## config.mk

```make
export PLATFORM = sky130hd
export DESIGN_NAME = power_phase_sched
export DESIGN_NICKNAME = d
export VERILOG_FILES = /design/src/rtl/power_phase_sched_pkg.sv /design/src/rtl/power_phase_sched_heartbeat_div.sv /design/src/rtl/power_phase_sched.sv
export SDC_FILE = /design/constraint.sdc
export NUM_CORES = 1
export LEC_CHECK = 0
export CAP_MARGIN = 40
export CORE_MARGIN = 4
export CORE_UTILIZATION = 43
export CTS_BUF_LIST = sky130_fd_sc_hd__clkbuf_8
export DETAILED_ROUTE_END_ITERATION = 16
export GPL_ROUTABILITY_DRIVEN = 0
export HOLD_SLACK_MARGIN = 0.15
export PLACE_DENSITY_LB_ADDON = 0.05
export SLEW_MARGIN = 20
export SYNTH_ARGS = -nofsm -noshare
export SYNTH_HDL_FRONTEND = slang
export SYNTH_HIERARCHICAL = 1
export SYNTH_SLANG_ARGS = --single-unit
```

## constraint.sdc

```tcl
create_clock -name sys_clk -period 4.92 [get_ports sys_clk]
set_clock_uncertainty 0.15 [all_clocks]
set_input_delay 1.476 -clock sys_clk [delete_from_list [all_inputs] [get_ports sys_clk]]
set_output_delay 1.476 -clock sys_clk [all_outputs]
set_load 0.02 [all_outputs]
```

## src/rtl/power_phase_sched_pkg.sv

```systemverilog
// Shared types and helpers for the power-characterisation phase sequencer.
package power_test_pkg;

    localparam int SIG_W   = 16;
    localparam int MAX_GRP = 8;

    typedef enum logic [2:0] {
        ST_IDLE,
        ST_ARM,
        ST_RUN,
        ST_DRAIN,
        ST_CHECK,
        ST_DONE,
        ST_FAIL
    } state_t;

    // One-hot on the phase index in sequential mode, every present group in concurrent mode.
    function automatic logic [MAX_GRP-1:0] phase_mask(input logic mode, input logic [2:0] idx,
                                                      input int num_grp);
        logic [MAX_GRP-1:0] m;
        m = '0;
        for (int g = 0; g < MAX_GRP; g++)
            if (g < num_grp && (mode || idx == 3'(g)))
                m[g] = 1'b1;
        return m;
    endfunction

endpackage

```

## src/rtl/power_phase_sched_heartbeat_div.sv

```systemverilog
// Free-running LED heartbeat prescaler; strobes once per 2^LED_DIV cycles.
module heartbeat_div #(
    parameter int LED_DIV = 24
) (
    input  logic i_clk,
    input  logic i_rst,
    input  logic i_clr,
    output logic o_toggle
);

    logic [LED_DIV-1:0] r_cnt;

    always_ff @(posedge i_clk) begin
        if (i_rst || i_clr)
            r_cnt <= '0;
        else
            r_cnt <= r_cnt + 1'b1;
    end

    assign o_toggle = &r_cnt;

endmodule

```

## src/rtl/power_phase_sched.sv

```systemverilog
// Runs the activity groups through timed phases and checks their returned signatures.
module power_phase_sched
    import power_test_pkg::*;
#(
    parameter int NUM_GRP       = 4,
    parameter int PHASE_CYCLES  = 1024,
    parameter int DRAIN_TIMEOUT = 64,
    parameter int LED_DIV       = 24
) (
    input  logic                     sys_clk,
    input  logic                     sys_rst,
    input  logic                     start,
    input  logic                     mode,
    output logic [NUM_GRP-1:0]       grp_start,
    output logic [NUM_GRP-1:0]       grp_en,
    input  logic [NUM_GRP-1:0]       grp_sig_valid,
    input  logic [SIG_W*NUM_GRP-1:0] grp_sig,
    input  logic [SIG_W*NUM_GRP-1:0] exp_sig,
    output logic                     busy,
    output logic [2:0]               phase_idx,
    output logic                     gpio_out_pass,
    output logic                     gpio_out_fail,
    output logic                     led
);

    localparam int CNT_MAX = (PHASE_CYCLES > DRAIN_TIMEOUT) ? PHASE_CYCLES : DRAIN_TIMEOUT;
    localparam int CNT_W   = $clog2(CNT_MAX + 1);
    localparam logic [CNT_W-1:0] RUN_LAST   = CNT_W'(PHASE_CYCLES - 1);
    localparam logic [CNT_W-1:0] DRAIN_LAST = CNT_W'(DRAIN_TIMEOUT - 1);
    localparam logic [2:0]       IDX_LAST   = 3'(NUM_GRP - 1);

    state_t             r_state, w_state_nxt;
    logic               r_mode, w_mode_nxt;
    logic [2:0]         r_idx, w_idx_nxt;
    logic [CNT_W-1:0]   r_cnt, w_cnt_nxt;

    logic [NUM_GRP-1:0] r_grp_start, r_grp_en, w_grp_start_nxt, w_grp_en_nxt;
    logic               r_busy, r_pass, r_fail, r_led;
    logic               w_busy_nxt, w_pass_nxt, w_fail_nxt, w_led_nxt;

    logic [NUM_GRP-1:0] w_mask_cur, w_mask_nxt;
    logic               w_all_valid, w_mismatch, w_accept, w_tick;

    assign w_mask_cur  = NUM_GRP'(phase_mask(r_mode, r_idx, NUM_GRP));
    assign w_mask_nxt  = NUM_GRP'(phase_mask(w_mode_nxt, w_idx_nxt, NUM_GRP));
    assign w_all_valid = &(grp_sig_valid | ~w_mask_cur);
    assign w_accept    = (r_state == ST_IDLE) && start;

    always_comb begin
        w_mismatch = 1'b0;
        for (int g = 0; g < NUM_GRP; g++)
            if (w_mask_cur[g] && grp_sig[g*SIG_W +: SIG_W] != exp_sig[g*SIG_W +: SIG_W])
                w_mismatch = 1'b1;
    end

    heartbeat_div #(.LED_DIV(LED_DIV)) u_hb (
        .i_clk    (sys_clk),
        .i_rst    (sys_rst),
        .i_clr    (w_accept),
        .o_toggle (w_tick)
    );

    always_ff @(posedge sys_clk) begin
        if (sys_rst) begin
            r_state <= ST_IDLE;
            r_mode  <= 1'b0;
            r_idx   <= '0;
            r_cnt   <= '0;
        end else begin
            r_state <= w_state_nxt;
            r_mode  <= w_mode_nxt;
            r_idx   <= w_idx_nxt;
            r_cnt   <= w_cnt_nxt;
        end
    end

    always_comb begin
        w_state_nxt = r_state;
        w_mode_nxt  = r_mode;
        w_idx_nxt   = r_idx;
        w_cnt_nxt   = r_cnt;
        unique case (r_state)
            ST_IDLE: if (start) begin
                w_state_nxt = ST_ARM;
                w_mode_nxt  = mode;
                w_idx_nxt   = '0;
            end
            ST_ARM: begin
                w_state_nxt = ST_RUN;
                w_cnt_nxt   = '0;
            end
            ST_RUN: if (r_cnt == RUN_LAST) begin
                w_state_nxt = ST_DRAIN;
                w_cnt_nxt   = '0;
            end else begin
                w_cnt_nxt = r_cnt + 1'b1;
            end
            // Late signatures win a tie with the timeout on the last drain cycle.
            ST_DRAIN: if (w_all_valid)
                w_state_nxt = ST_CHECK;
            else if (r_cnt == DRAIN_LAST)
                w_state_nxt = ST_FAIL;
            else
                w_cnt_nxt = r_cnt + 1'b1;
            ST_CHECK: if (w_mismatch)
                w_state_nxt = ST_FAIL;
            else if (r_mode || r_idx == IDX_LAST)
                w_state_nxt = ST_DONE;
            else begin
                w_state_nxt = ST_ARM;
                w_idx_nxt   = r_idx + 1'b1;
            end
            default: w_state_nxt = ST_IDLE;
        endcase
    end

    // Outputs are decoded from the upcoming state so every port comes straight off a flop.
    always_comb begin
        w_grp_start_nxt = (w_state_nxt == ST_ARM) ? w_mask_nxt : '0;
        w_grp_en_nxt    = (w_state_nxt == ST_RUN) ? w_mask_nxt : '0;
        w_busy_nxt      = w_state_nxt inside {ST_ARM, ST_RUN, ST_DRAIN, ST_CHECK};
        w_pass_nxt      = r_pass;
        w_fail_nxt      = r_fail;
        w_led_nxt       = r_led;
        if (w_accept) begin
            w_pass_nxt = 1'b0;
            w_fail_nxt = 1'b0;
            w_led_nxt  = 1'b0;
        end else if (w_state_nxt == ST_DONE) begin
            w_pass_nxt = 1'b1;
            w_led_nxt  = 1'b1;
        end else if (w_state_nxt == ST_FAIL) begin
            w_fail_nxt = 1'b1;
            w_led_nxt  = 1'b0;
        end else if (w_busy_nxt && w_tick) begin
            w_led_nxt = ~r_led;
        end
    end

    always_ff @(posedge sys_clk) begin
        if (sys_rst) begin
            r_grp_start <= '0;
            r_grp_en    <= '0;
            r_busy      <= 1'b0;
            r_pass      <= 1'b0;
            r_fail      <= 1'b0;
            r_led       <= 1'b0;
        end else begin
            r_grp_start <= w_grp_start_nxt;
            r_grp_en    <= w_grp_en_nxt;
            r_busy      <= w_busy_nxt;
            r_pass      <= w_pass_nxt;
            r_fail      <= w_fail_nxt;
            r_led       <= w_led_nxt;
        end
    end

    assign grp_start     = r_grp_start;
    assign grp_en        = r_grp_en;
    assign busy          = r_busy;
    assign phase_idx     = r_idx;
    assign gpio_out_pass = r_pass;
    assign gpio_out_fail = r_fail;
    assign led           = r_led;

endmodule
```

==> key figures <==
Power and ir drop
  • Worst vdd rail ir drop: 0.000123 V
  • Leak: 1.87 nW
  • Pwr Density: 185 nW/um2

STA
  • Total negative slack: 0 ns
  • Worst-Margin Slew: 0.877 ns
  • Final setup violating endpoints: 0
  • Count of final hold-check violations: 0
  • Final max-slew violation count: 0
  • Fmax: 237 MHz
  • Fin crit period: 4.21 ns
  • RSZ-0062 raised after global routing: false
  • Slew HR: 41.4%
  • Period utilization: 85.7%

Logic synthesis
  • FF+latch count, synth: 54
  • Syn Area/Cell: 8.28 um2
  • Post-synthesis cell area: 3340 um2
  • Syn_nets: 547
  • Post-synth ARST share: 0%
  • Synth warn: 6
  • Post-synth EDFFs: 0
  • Register area share after synthesis: 32.3%
  • Ys flop type: dfxtp_1
  • Post-synthesis instance total: 404
  • Synth cell types: 54

Final layout
  • Final core utilization: 68.2%
  • Fillers: 634
  • Diodes inserted: 0
  • Final #Nets: 700
  • Area delta synth->final: 51.0%
  • Layout cells sized above 1: 3.23%

Floorplanning
  • Die ar.: 9250 um2
  • CORE AREA: 7410 um2
  • DIE WIDTH: 96.2 um
  • # rows: 31
  • Die height: 96.2 um
  • Starting Density: 45.1%
  • I/O pin total: 151

Clocking
  • Worst skew pair latency: 0.30 ns
  • Clk slew on worst S/H paths: 0.09 ns
  • CTS Sinks: 54
  • CTS Buf Count: 5
  • Post-CTS sizing: 0
  • CTS tree: done
  • CTS Buffer Depth: 2
  • Clk root buf: clkbuf_8
  • Setup bufs post-CTS: 0
  • Hold_buf cts: 0
  • H-tree depth: 2

Detailed routing
  • Total Wirelength: 9.47 mm
  • Drc violations: 0
  • DRT Pass-1 Iters: 4
  • DRT iter0 DRCs: 81
  • Routed len/inst: 14.4 um
  • Routed Antenna Nets: 0
  • Via count: 3318
  • Vias per cell: 5.05

Run status
  • Status: finished clean

Setup path
  • CP Max Fanout: 9
  • WP data required: 5.00 ns
  • Endpoint type of the worst setup path: flip-flop
  • Crit Path Class: input pin to flip-flop
  • Worst EP arrival: 4.30 ns
  • Worst setup SP type: input pin

Hold path
  • HP Class: flip-flop to flip-flop

Placed design
  • DP HPWL: 8.10 mm
  • Port Buf Inserts: 150

GRT
  • First-pass GRT wire length: 14.8 mm
  • GRT overflow: 0
  • Vias in the first global route: 3320
  • All-Layer GR Usage: 20.3%
  • Antenna violations before repair: 0
  • Pin count of the biggest net entering global routing: 23

Job
  • Maxcap violations: 0
==> power by group <==
| part | internal (mW) | switching, mW | total (mW) |
|---|---|---|---|
| clock | 0.0986 | 0.137 | 0.236 |
| sequential | 0.447 | 0.0104 | 0.457 |
| combinational | 0.149 | 0.0927 | 0.241 |
==> through the flow <==
step | hold WS (ns) | std cells | area (um2) | worst slack [ns] | power [mW]
final | 0.325 | 657 | 5050 | 0.706 | 0.935
after detailed placement | 0.315 | 649 | 4960 | 0.385 | 0.711
after global routing | 0.355 | 657 | 5050 | 0.514 | 0.989
after floorplan | 0.288 | 404 | 3340 | 0.969 | 0.562
after CTS | 0.333 | 657 | 5050 | 0.693 | 0.947
after global placement | 0.295 | 649 | 4960 | 0.445 | 0.707
==> kinds of logic (layout without fill, tap and decap cells) <==
logic type | after synthesis | after routing | share of synthesized area, %
AO/OA/AOI/OAI | 48 | 48 | 10.1
XOR/XNOR | 89 | 89 | 23.3
adder cells (fa/ha/maj) | 7 | 7 | 2.62
buffers and inverters | 25 | 179 | 2.84
flip-flops | 54 | 54 | 32.3
multiplexers | 3 | 3 | 0.898
AND/OR/NAND/NOR | 178 | 178 | 27.9
==> cells in the mapped netlist, drive strengths merged (5+ instances only) <==
library cell   n  area, um2
xor2          58        508
o21ai          9       45.0
ha             7       87.6
nand2         28        105
nor2          53        199
nand3         12       60.1
or3            5       31.3
nor4          17        113
clkbuf         5       18.8
nand4         21        138
dfxtp         54       1080
nor3           9       45.0
and2           6       37.5
a21oi         14       70.1
and3           6       38.8
xnor2         31        272
inv           18       67.6
==> area by class of cell <==
class | count | area (um2) | share of cell area, %
Clock inverter | 3 | 17.5 | 0.347
Clock buffer | 5 | 68.8 | 1.36
Sequential cell | 54 | 1080 | 21.4
Tap cell | 99 | 124 | 2.45
Multi-Input combinational cell | 325 | 2170 | 42.9
Timing Repair Buffer | 153 | 1520 | 30.2
Inverter | 18 | 67.6 | 1.34
==> cell usage in the layout, fill, tap and decap left out, types with 3 or more instances in the layout <==
master	instances
dfxtp_1	54
or3_1	5
nor4_1	16
a21oi_1	14
and2_1	6
clkbuf_8	5
mux2i_1	3
nor3_1	9
nand3_1	12
and3_1	5
clkdlybuf4s50_1	150
inv_1	19
o21ai_0	8
or4_1	3
xnor2_1	31
nand4_1	20
ha_1	7
xor2_1	58
and4_1	3
nand2_1	28
buf_4	3
nor2_1	53
==> state kept, by name, indices dropped and copies added, names as in the netlist, 3 cells and up <==
register	count
u_hb/r_cnt	24
r_cnt	11
grp_en	4
grp_start	4
phase_idx	3
r_state	3
==> worst max-delay path, cell delays in order <==
cell and delay [ns]:
clkdlybuf4s50_1 0.41, xor2_1 0.16, nor4_1 0.43, nand4_1 0.16
a222oi_1 0.31, buf_4 0.21, a21oi_1 0.08, a311oi_2 0.40
or4b_1 0.52, o21ai_1 0.14
==> per-layer routing <==
| metal | up-vias | share of wire [%] | global-route usage, % |
|---|---|---|---|
| met2 | 106 | 52 | 38.4 |
| met4 | 0 | 1.7 | 5.81 |
| met5 | - | 0 | 0 |
| li1 | 1724 | - | - |
| met3 | 14 | 6.2 | 4.93 |
| met1 | 1474 | 40 | 22.1 |
==> final timing paths <==
kind / cells after the start / slack (ns) / from / to
min: 2 / 0.32 / gpio_out_pass / gpio_out_pass
max reg2reg: 10 / 2.00 / phase_idx[0] / grp_start[2]
min reg2reg: 2 / 0.32 / gpio_out_pass / gpio_out_pass
max: 10 / 0.71 / exp_sig[20] / grp_start[2]
Power figures use the tool's default switching activity.
